**src/rtl/pipelined_cla_adder.sv**
```systemverilog
// Pipelined carry-lookahead adder/subtractor: one GROUPSIZE-bit lookahead group per
// stage, a global stall on output backpressure, and registered result flags.
module pipelined_cla_adder #(
  parameter int WIDTH     = 32,
  parameter int GROUPSIZE = 4
) (
  input  logic             clk,
  input  logic             rst,
  input  logic             in_valid,
  output logic             in_ready,
  input  logic [WIDTH-1:0] in_a,
  input  logic [WIDTH-1:0] in_b,
  input  logic             in_cin,
  input  logic             in_sub,
  output logic             out_valid,
  input  logic             out_ready,
  output logic [WIDTH-1:0] out_sum,
  output logic             out_cout,
  output logic             out_ovf,
  output logic             out_zero,
  output logic             out_g,
  output logic             out_p
);

  localparam int NGROUPS = WIDTH / GROUPSIZE;

  logic advance;

  assign advance  = !(out_valid && !out_ready);
  assign in_ready = advance;

  for (genvar k = 0; k < NGROUPS; k++) begin : g_stage
    localparam int LO  = k * GROUPSIZE;
    localparam int REM = WIDTH - LO;

    // Operand bits from this group upwards; the lower groups are already summed.
    logic [REM-1:0]          src_a;
    logic [REM-1:0]          src_b;
    logic                    src_v;
    logic                    src_c;
    logic [GROUPSIZE-1:0]    gen;
    logic [GROUPSIZE-1:0]    prop;
    logic [GROUPSIZE:0]      carry;
    logic [GROUPSIZE-1:0]    grp_sum;
    logic                    grp_c;
    logic                    grp_g;
    logic                    grp_p;
    logic [LO+GROUPSIZE-1:0] nxt_sum;
    logic                    nxt_g;
    logic                    nxt_p;
    logic                    v_q;
    logic                    c_q;
    logic                    g_q;
    logic                    p_q;
    logic [LO+GROUPSIZE-1:0] sum_q;

    if (k == 0) begin : g_src
      assign src_v   = in_valid;
      assign src_a   = in_a;
      assign src_b   = in_sub ? ~in_b : in_b;
      assign src_c   = in_sub | in_cin;
      assign nxt_sum = grp_sum;
      assign nxt_g   = grp_g;
      assign nxt_p   = grp_p;
    end else begin : g_src
      assign src_v   = g_stage[k-1].v_q;
      assign src_a   = g_stage[k-1].g_fwd.a_q;
      assign src_b   = g_stage[k-1].g_fwd.b_q;
      assign src_c   = g_stage[k-1].c_q;
      assign nxt_sum = {grp_sum, g_stage[k-1].sum_q};
      assign nxt_g   = grp_g | (grp_p & g_stage[k-1].g_q);
      assign nxt_p   = grp_p & g_stage[k-1].p_q;
    end

    assign gen  = src_a[GROUPSIZE-1:0] & src_b[GROUPSIZE-1:0];
    assign prop = src_a[GROUPSIZE-1:0] ^ src_b[GROUPSIZE-1:0];

    always_comb begin
      carry    = '0;
      carry[0] = src_c;
      grp_g    = 1'b0;
      for (int unsigned i = 0; i < GROUPSIZE; i++) begin
        carry[i+1] = gen[i] | (prop[i] & carry[i]);
        grp_g      = gen[i] | (prop[i] & grp_g);
      end
      grp_sum = prop ^ carry[GROUPSIZE-1:0];
      grp_c   = carry[GROUPSIZE];
      grp_p   = &prop;
    end

    always_ff @(posedge clk) begin
      if (rst) begin
        v_q   <= 1'b0;
        c_q   <= 1'b0;
        g_q   <= 1'b0;
        p_q   <= 1'b0;
        sum_q <= '0;
      end else if (advance) begin
        v_q   <= src_v;
        c_q   <= grp_c;
        g_q   <= nxt_g;
        p_q   <= nxt_p;
        sum_q <= nxt_sum;
      end
    end

    if (k < NGROUPS - 1) begin : g_fwd
      logic [REM-GROUPSIZE-1:0] a_q;
      logic [REM-GROUPSIZE-1:0] b_q;

      always_ff @(posedge clk) begin
        if (rst) begin
          a_q <= '0;
          b_q <= '0;
        end else if (advance) begin
          a_q <= src_a[REM-1:GROUPSIZE];
          b_q <= src_b[REM-1:GROUPSIZE];
        end
      end
    end else begin : g_last
      logic zero_q;
      logic ovf_q;

      // Carry into the MSB is recovered as sum ^ a ^ b at that bit.
      always_ff @(posedge clk) begin
        if (rst) begin
          zero_q <= 1'b1;
          ovf_q  <= 1'b0;
        end else if (advance) begin
          zero_q <= (nxt_sum == '0);
          ovf_q  <= grp_sum[GROUPSIZE-1] ^ src_a[REM-1] ^ src_b[REM-1] ^ grp_c;
        end
      end
    end
  end

  assign out_valid = g_stage[NGROUPS-1].v_q;
  assign out_sum   = g_stage[NGROUPS-1].sum_q;
  assign out_cout  = g_stage[NGROUPS-1].c_q;
  assign out_g     = g_stage[NGROUPS-1].g_q;
  assign out_p     = g_stage[NGROUPS-1].p_q;
  assign out_zero  = g_stage[NGROUPS-1].g_last.zero_q;
  assign out_ovf   = g_stage[NGROUPS-1].g_last.ovf_q;

endmodule

```
**config.mk**
```make
export PLATFORM = sky130hd
export DESIGN_NAME = pipelined_cla_adder
export DESIGN_NICKNAME = d
export VERILOG_FILES = /design/src/rtl/pipelined_cla_adder.sv
export SDC_FILE = /design/constraint.sdc
export NUM_CORES = 1
export LEC_CHECK = 0
export BUFFER_PORTS_ARGS = -buffer_cell sky130_fd_sc_hd__buf_2
export CAP_MARGIN = 10
export CORE_AREA = 2 2 201 203
export CTS_CLUSTER_DIAMETER = 80
export DETAILED_ROUTE_END_ITERATION = 10
export DIE_AREA = 0 0 203 205
export SETUP_SLACK_MARGIN = 0.15
export SYNTH_ARGS = -nofsm -noshare
export SYNTH_HDL_FRONTEND = slang
export SYNTH_SLANG_ARGS = --single-unit
```
**constraint.sdc**
```tcl
create_clock -name clk -period 4.9 [get_ports clk]
set_input_delay 0.98 -clock clk [delete_from_list [all_inputs] [get_ports clk]]
set_output_delay 0.98 -clock clk [all_outputs]
set_load 0.01 [all_outputs]
```
==> impl_metrics.yaml, run 1 <==
status:
  status: "finished clean"
timing:
  finClkSkew_ns: 0.0149
  setup_tns_ns: 0
  setup_violations: 0
  relSlewSlack: 0.278
  worst_pin_slew_ns: 1.08
  hold_ws_ns: 0.447
  fin_crit_sh: 0.605
  rsz0062_at_grt: "false"
  max_freq_mhz: 338
  finalCriticalPeriod_ns: 2.96
  slew_violations: 0
  final-hold-violation-count: 0
detailed_routing:
  drtIter0Drc: 700
  detail-route-antenna-nets: 0
  vias_per_cell: 4.78
  via_count: 11838
  wl_per_cell_um: 13.5
  drc: 0
  drt-total-wl_um: 33400
  drtPass1Iterations: 5
global_route:
  globalRouteOverflowTotal: 0
  antenna_found_initial: 0
  grt_pass1_wl_um: 55500
  grt_pass1_vias: 11160
  grt_max_degree: 246
  grt_use_total: 0.159
power:
  leakage_nw: 6.67
  power_density_mw_per_mm2: 387
  irDropWorstVdd_v: 0.000199
  p_total_mw: 6.81
clock_network:
  tritoncts: "yes"
  cts.sinks: 402
  cts_buffer_depth: 3
  cts_setup_buffers: 0
  cts-root-buf: "clkbuf_16"
  clkSlewWorstSetupHoldPaths_ns: 0.06
  cts_inserted_buffers: 43
  postCtsHoldBufs: 0
  post_cts_resized: 0
  htreeDepth: 2
  insertion_delay_ns: 0.53
flow_run:
  cap_violations: 0
yosys:
  yosys.cell_types.count: 27
  syn_nets: 2030
  synth.avg_cell_area_um2: 8.19
  synth_edf_count: 0
  syn_area_mm2: 0.0155
  synthCells: 1896
  synth_top_area_share: 0.518
  async_flop_share: 0
  yosysSeqAreaShare: 0.518
  synth-seq-cells: 402
  yosys_most_used_dff: "dfxtp_1"
  synth_top_cell_by_area: "dfxtp_1"
  yosys-top-cells-area: "dfxtp_1, nand2_1, a21oi_1"
  ys_warn_count: 0
setup_path:
  start_kind: "primary input"
  crit_chain: "buf_2 -> xor2_1 -> inv_1 -> fa_1 -> fa_1 -> fa_1 -> inv_1 -> fa_1 -> nand2_1 -> a21oi_1"
  crit_top_cell: "fa_1"
  end_kind: "flip-flop"
  cp_top_family: "adder cells"
  cpPeakStageDelay_ns: 0.45
  cp_num_buf_inv: 3
  crit_path_top_delay_cell: "fa_1"
  crit_arrival_ns: 3.36
  critical_path_class: "primary input to flip-flop"
  cp.required_ns: 5.29
  path_max_fanout: 6
floorplanning:
  die_w_um: 203
  dieArea_mm2: 0.0416
  start_util: 0.394
  coreArea_mm2: 0.0394
  die_h_um: 205
  fp-row-count: 73
  ios: 109
layout:
  num_antenna_cells: 0
  final_common_cell: "nand2_1"
  layout_common_cells: "nand2_1, dfxtp_1, a21oi_1"
  drive_gt1_frac: 0.0932
  fin_nets: 2056
  area_growth_pct: 13.1
  num-fill-cells: 4033
placement:
  port_buffers: 108
  routabilityCongestion: 0.777
  dpl.hpwl_um: 21000
min_path:
  min_path_type: "flip-flop to flip-flop"
==> per-layer routing <==
metal	wire length (µm)	GRT usage
met4	680	0.0414
met5	0	0
met2	14100	0.239
met1	17500	0.234
met3	1200	0.0277
==> final cells by class <==
type / instances / area (µm²) / area share
Clock buffer: 65 / 1250 / 0.0711
Sequential cell: 402 / 8050 / 0.458
Timing Repair Buffer: 118 / 676 / 0.0385
Clock inverter: 10 / 85.1 / 0.00484
Inverter: 57 / 221 / 0.0126
Multi-Input combinational cell: 1300 / 6630 / 0.378
Tap cell: 525 / 657 / 0.0374
==> stage by stage <==
stage                     worst slack (ns)   util  instances  area [µm²]
after floorplan                       1.42      -       1896       15500
after global placement                1.46  0.412       2402       16200
after detailed placement              1.36  0.412       2402       16200
after CTS                             1.91  0.446       2477       17600
after global routing                  1.83  0.446       2477       17600
final                                 1.94  0.446       2477       17600
==> cell usage after synthesis (2+ instances only) <==
cell type and instances:
a211oi_1 59, a21o_1 5, a21oi_1 350, a311oi_1 2, and4_1 2, buf_2 67, buf_4 8, clkbuf_1 59
clkbuf_4 2, dfxtp_1 402, fa_1 32, ha_1 32, inv_1 56, nand2_1 670, nand3_1 7, nand4_1 3
nor2_1 73, nor2b_1 3, nor3_1 10, nor4_1 7, o21ai_0 8, xnor2_1 29, xor2_1 6
==> registers in the layout, summed over array words and instances (netlist names) <==
register	cells
g_stage.p_q	7
out_sum	32
g_stage.c_q	7
out_zero	1
g_stage.g_fwd.a_q	112
g_stage.v_q	7
g_stage.g_fwd.b_q	112
out_cout	1
out_ovf	1
g_stage.g_q	7
g_stage.sum_q	112
out_g	1
out_valid	1
out_p	1
==> where the power goes <==
part | internal [mW] | switching [mW]
combinational | 0.126 | 0.176
clock | 1.81 | 1.26
sequential | 3.38 | 0.0617
==> worst reg2reg max path: stages (launching register included) <==
cell	delay (ns)
dfxtp_1	0.33
inv_1	0.08
fa_1	0.18
inv_1	0.05
fa_1	0.38
fa_1	0.38
inv_1	0.07
fa_1	0.46
xnor2_1	0.17
xnor2_1	0.15
a211oi_1	0.24
==> kinds of logic (layout without fill, tap and decap cells) <==
| kind of cell | count (synthesis) | in the layout | share of synthesized area |
|---|---|---|---|
| AOI/OAI and AO/OA | 425 | 425 | 0.148 |
| adders and majority gates | 64 | 64 | 0.0670 |
| xor gates and xnor gates | 35 | 35 | 0.0197 |
| buffers and inverters | 194 | 250 | 0.0547 |
| DFF | 402 | 402 | 0.518 |
| and+or+nand+nor | 776 | 776 | 0.192 |
==> final timing paths <==
path | start | endpoint | slack, ns | depth (start not counted)
worst max-delay path | in_sub | g_stage[0].sum_q[3] | 1.94 | 10
worst min-delay path | out_sum[7] | out_sum[7] | 0.45 | 2
worst max register to register | g_stage[6].g_fwd.a_q[0] | out_ovf | 2.31 | 10
worst min register to register | out_sum[7] | out_sum[7] | 0.45 | 2
Note: power is estimated with default switching activity, not from simulation.
==> run 2, diff against run 1 <==
==> constraint.sdc (replaced) <==
create_clock -name clk -period 2.95 [get_ports clk]
set_input_delay 0.59 -clock clk [delete_from_list [all_inputs] [get_ports clk]]
set_output_delay 0.59 -clock clk [all_outputs]
set_load 0.01 [all_outputs]
==> run 2 against run 1 <==
Effect of this change:
- core utilization rose by 0.54 points
- via count is 0.46% higher
- die area stayed put
- critical path type is now flip-flop to flip-flop
- global-route usage is 0.18 points higher
- first-iteration DRC count grew 5.0%
- sequential share of layout area down 0.54 points
- largest cell class unchanged
- flip-flop and latch count unchanged
- clock power up 69%
- worst hold slack worse by 0.15 ns
- critical endpoint is now out_ovf
- combinational power grew 69%
- total power grew 68%
- highest routed layer unchanged
- largest power group unchanged
==> impl_metrics.yaml, run 2 (same netlist as run 1, synthesis figures left out) <==
clock_network:
  cts.sinks: 402
  htreeDepth: 2
  clkSlewWorstSetupHoldPaths_ns: 0.06
  postCtsHoldBufs: 0
  cts_buffer_depth: 3
  cts_inserted_buffers: 43
  tritoncts: "yes"
  insertion_delay_ns: 0.54
  post_cts_resized: 0
  cts_setup_buffers: 0
  cts-root-buf: "clkbuf_16"
floorplanning:
  dieArea_mm2: 0.0416
  die_w_um: 203
  ios: 109
  fp-row-count: 73
  start_util: 0.394
  die_h_um: 205
  coreArea_mm2: 0.0394
layout:
  final_common_cell: "nand2_1"
  num-fill-cells: 4011
  largestRegisters: "g_stage.g_fwd.a_q (112), g_stage.g_fwd.b_q (112), g_stage.sum_q (112)"
  layout_common_cells: "nand2_1, dfxtp_1, a21oi_1"
  drive_gt1_frac: 0.101
  fin_nets: 2066
  num_antenna_cells: 0
  area_growth_pct: 14.5
min_path:
  hold_depth: 3
  min_path_type: "primary input to flip-flop"
  worstHoldEndpoint: "g_stage[0].g_fwd.a_q[9]"
  hp-start: "in_a[13]"
timing:
  relSlewSlack: 0.497
  finClkSkew_ns: 0.0112
  setup_violations: 0
  rsz0062_at_grt: "false"
  max_freq_mhz: 402
  setup_tns_ns: 0
  final-hold-violation-count: 0
  worst_pin_slew_ns: 0.755
  fin_crit_sh: 0.844
  finalCriticalPeriod_ns: 2.49
  slew_violations: 0
global_route:
  grt_use_total: 0.161
  grt_pass1_wl_um: 55700
  grt_pass1_vias: 11067
  globalRouteOverflowTotal: 0
  antenna_found_initial: 0
  grt_max_degree: 178
setup_path:
  crit_arrival_ns: 2.93
  r2r-start: "g_stage[6].g_fwd.a_q[0]"
  crit_chain: "inv_1 -> fa_1 -> inv_1 -> fa_1 -> fa_1 -> inv_1 -> fa_1 -> xnor2_1 -> xnor2_1 -> a211oi_1"
  start_kind: "flip-flop"
  cpPeakStageDelay_ns: 0.46
  crit_path_top_delay_cell: "fa_1"
  critical_path_class: "flip-flop to flip-flop"
  cp.required_ns: 3.39
  crit_top_cell: "fa_1"
  end_kind: "flip-flop"
  r2r_slack_ns: 0.46
  r2r_end: "out_ovf"
  path_max_fanout: 3
  ff2ff_path_depth: 10
power:
  switching_share: 0.216
  power_density_mw_per_mm2: 643
  p_total_mw: 11.4
  pwr-share-comb: 0.045
  irDropWorstVdd_v: 0.000312
  p_sw_mw: 2.47
  p_clk_frac: 0.455
  p_int_mw: 8.95
  seqPwrFrac: 0.500
  leakage_nw: 6.78
placement:
  routabilityCongestion: 0.830
  dpl.hpwl_um: 21700
  port_buffers: 108
detailed_routing:
  vias_per_cell: 4.78
  drtPass1Iterations: 5
  drc: 0
  drt-total-wl_um: 33500
  drtIter0Drc: 735
  detail-route-antenna-nets: 0
  via_count: 11892
  wl_per_cell_um: 13.4
status:
  status: "finished clean"
flow_run:
  cap_violations: 0
==> run 2: cell types whose count changed in the layout (fill, tap and decap cells not counted) <==
cell        previous run  this run
clkinv_4               1         0
clkinvlp_4             1         0
clkbuf_8               9        10
inv_1                 56        55
clkinv_2               6         9
buf_12                 4        10
buf_4                  6        10
fa_1                  32        29
inv_2                  0         1
fa_2                   0         3
clkbuf_16             43        45
inv_6                  1         0
==> run 2: worst max path at each step <==
stage          slack (ns)                     from             endpoint
3_5_place_dp         0.11                   in_sub  g_stage[0].sum_q[3]
6_report             0.46  g_stage[6].g_fwd.a_q[0]              out_ovf
2_1_floorplan        0.15                   in_sub  g_stage[0].sum_q[3]
3_3_place_gp         0.13                   in_sub  g_stage[0].sum_q[3]
5_1_grt              0.27  g_stage[6].g_fwd.a_q[0]              out_ovf
4_1_cts              0.45  g_stage[6].g_fwd.a_q[0]              out_ovf
==> run 2: power groups by stage <==
stage	Combinational (mW)	Sequential [mW]	Clock [mW]
after detailed placement	0.514	5.83	0
after global placement	0.501	5.83	0
final	0.511	5.71	5.20
after floorplan	0.352	5.80	0
after CTS	0.518	5.72	5.35
after global routing	0.585	5.73	5.58
==> run 2: per-stage QoR <==
step                      cells  hold slack (ns)  setup WS [ns]  area, µm²   util
after detailed placement   2412            0.442          0.108      16400  0.416
after global routing       2490            0.292          0.268      17800  0.452
after global placement     2412            0.438          0.129      16400  0.416
final                      2490            0.298          0.460      17800  0.452
after floorplan            1896            0.432          0.145      15600      -
after CTS                  2490            0.281          0.449      17800  0.452
==> run 2: critical path: cells and delay by family (launching register included) <==
family                     cells  cell delay [ns]
buffers and inverters          3             0.19
adders and majority gates      4             1.37
AOI/OAI and AO/OA              1             0.23
xor gates and xnor gates       2             0.29
DFF                            1             0.32
==> run 2: cell type report <==
type	count	area [µm²]	area share
Tap cell	525	657	0.0369
Clock buffer	68	1310	0.0738
Multi-Input combinational cell	1300	6640	0.373
Inverter	57	221	0.0125
Sequential cell	402	8050	0.453
Clock inverter	10	75.1	0.00422
Timing Repair Buffer	128	826	0.0464
==> run 2: routing by layer <==
metal  routed length (µm)  global-route usage  vias to the layer above  share of wire
met3                 1170              0.0269                       50          0.035
met2                14400               0.241                      164           0.43
li1                     -                   -                     6238              -
met1                17200               0.236                     5440           0.51
met5                    0                   0                        -              0
met4                  724              0.0487                        0          0.022
==> run 3, diff against run 2 <==
==> constraint.sdc (replaced) <==
create_clock -name clk -period 2.35 [get_ports clk]
set_input_delay 0.47 -clock clk [delete_from_list [all_inputs] [get_ports clk]]
set_output_delay 0.47 -clock clk [all_outputs]
set_load 0.01 [all_outputs]
==> run 3 against run 2 <==
Effect of this change:
- clock power rose by 27%
- clock skew rose by 0.0018 ns
- global-route usage rose by 0.14 points
- non-clock buffer count rose by 13
- sequential power rose by 26%
- largest cell class unchanged
- cell count rose by 0.36%
- critical path type unchanged
- the flow now finishes with violations (setup timing)
- worst hold slack got worse by 0.13 ns
- highest routed layer unchanged
- combinational power rose by 29%
- routed wire length rose by 1.2%
- via count rose by 0.89%
==> impl_metrics.yaml, run 3 (same netlist as run 1, synthesis figures left out) <==
status:
  status: "complete, but fails checks"
  violations: "setup timing"
timing:
  finClkSkew_ns: 0.0130
  final.setup.worst_slack_ns: -0.0351
  setup_violations: 1
  max_freq_mhz: 419
  rsz0062_at_grt: "true"
  final-hold-violation-count: 0
  relSlewSlack: 0.658
  worst_pin_slew_ns: 0.513
  fin_crit_sh: 1.01
  hold_ws_ns: 0.165
  finalCriticalPeriod_ns: 2.39
  slew_violations: 0
clock_network:
  postCtsHoldBufs: 0
  cts_buffer_depth: 3
  cts_inserted_buffers: 43
  tritoncts: "yes"
  clkSlewWorstSetupHoldPaths_ns: 0.06
  htreeDepth: 2
  insertion_delay_ns: 0.54
  cts-root-buf: "clkbuf_16"
  cts.sinks: 402
flow_run:
  cap_violations: 0
layout:
  regArea_mm2: 0.00805
  layout_common_cells: "nand2_1, dfxtp_1, a21oi_1"
  area_growth_pct: 15.8
  drive_gt1_frac: 0.122
  final_core_util: 0.457
  fin_nets: 2079
  num_antenna_cells: 0
  final_common_cell: "nand2_1"
  fin_cells: 2499
  multi_input_area_mm2: 0.00671
  final_area_mm2: 0.0180
  num-fill-cells: 3984
  largestRegisters: "g_stage.g_fwd.a_q (112), g_stage.g_fwd.b_q (112), g_stage.sum_q (112)"
power:
  power_density_mw_per_mm2: 802
  leakage_nw: 6.84
  irDropWorstVdd_v: 0.000510
placement:
  placed_area_mm2: 0.0165
  routabilityCongestion: 0.798
  port_buffers: 108
  dpl.hpwl_um: 22200
  post-place-ws_ns: -0.386
  dp_cells: 2423
floorplanning:
  die_h_um: 205
  start_util: 0.394
  ios: 109
  fp-row-count: 73
  dieArea_mm2: 0.0416
  die_w_um: 203
  coreArea_mm2: 0.0394
setup_path:
  end_kind: "flip-flop"
  start_kind: "flip-flop"
  cpPeakStageDelay_ns: 0.48
  critical_path_class: "flip-flop to flip-flop"
  crit_top_cell: "fa_2"
  crit_chain: "inv_2 -> fa_2 -> inv_2 -> fa_2 -> fa_2 -> inv_2 -> fa_2 -> xnor2_2 -> xnor2_1 -> a211oi_1"
  crit_arrival_ns: 2.83
  crit_path_top_delay_cell: "fa_2"
  cp.required_ns: 2.79
  path_max_fanout: 3
detailed_routing:
  drtIter0Drc: 660
  drc: 0
  drtPass1Iterations: 5
  via_count: 11998
  wl_per_cell_um: 13.6
  vias_per_cell: 4.80
  drt-total-wl_um: 33900
  detail-route-antenna-nets: 0
global_route:
  antenna_found_initial: 0
  grt_pass1_wl_um: 56200
  grt_pass1_vias: 11170
  globalRouteOverflowTotal: 0
  grt_use_total: 0.162
  grt_max_degree: 117
min_path:
  min_path_type: "primary input to flip-flop"
run 3: cell types whose count changed in the layout (fill, tap and decap cells not counted), sizes merged:
cell	previous run	this run
buf	128	141
bufinv	1	2
clkbuf	68	65
clkinv	9	5
clkinvlp	0	1
inv	57	58
run 3: layer usage:
layer  wire, µm  global-route usage  up-vias  part of all wire
met4        677              0.0443        0             0.020
li1           -                   -     6250                 -
met1      16900               0.232     5532              0.50
met3       1380              0.0291       54             0.041
met5          0                   0        -                 0
met2      14900               0.251      162              0.44
run 3: power breakdown:
| group | switching, mW | internal [mW] |
|---|---|---|
| sequential | 0.133 | 7.04 |
| combinational | 0.373 | 0.286 |
| clock | 2.63 | 3.95 |
| total | 3.14 | 11.3 |
run 3: repair_timing:
| item | CTS | global route |
|---|---|---|
| setup buffers | 1 | 1 |
| gates resized for setup | 6 | 21 |
| pin swaps | 2 | 5 |
| setup endpoints to repair | 3 | 9 |
run 3: worst max-delay path, delay by kind of cell, from the launching register on:
| family | cells | cell delay (ns) |
|---|---|---|
| adders and majority gates | 4 | 1.35 |
| DFF | 1 | 0.32 |
| xor gates and xnor gates | 2 | 0.29 |
| AOI/OAI and AO/OA | 1 | 0.18 |
| buffers and inverters | 3 | 0.15 |
run 3: worst paths after layout:
kind / cells after the start / end / start / slack [ns]
worst max register to register: 10 / out_ovf / g_stage[6].c_q / -0.04
worst min-delay path: 3 / g_stage[0].g_fwd.a_q[10] / in_a[14] / 0.16
worst min register to register: 2 / out_sum[17] / out_sum[17] / 0.45
worst max-delay path: 10 / out_ovf / g_stage[6].c_q / -0.04
run 3: area by class of cell:
| cell class | instances | share of cell area |
|---|---|---|
| flip-flops and latches | 402 | 0.448 |
| multi-input cells | 1300 | 0.373 |
| clock buffers | 65 | 0.0711 |
| repair buffers | 141 | 0.0534 |
| well taps | 525 | 0.0365 |
| inverters | 57 | 0.0123 |
| clock inverters | 9 | 0.00564 |
run 3: through the flow:
step	power [mW]	setup TNS [ns]
after global placement	7.96	-0.417
after global routing	15.0	-0.215
after floorplan	7.72	-0.451
final	14.4	-0.0351
after detailed placement	7.98	-0.723
after CTS	14.6	-0.0255
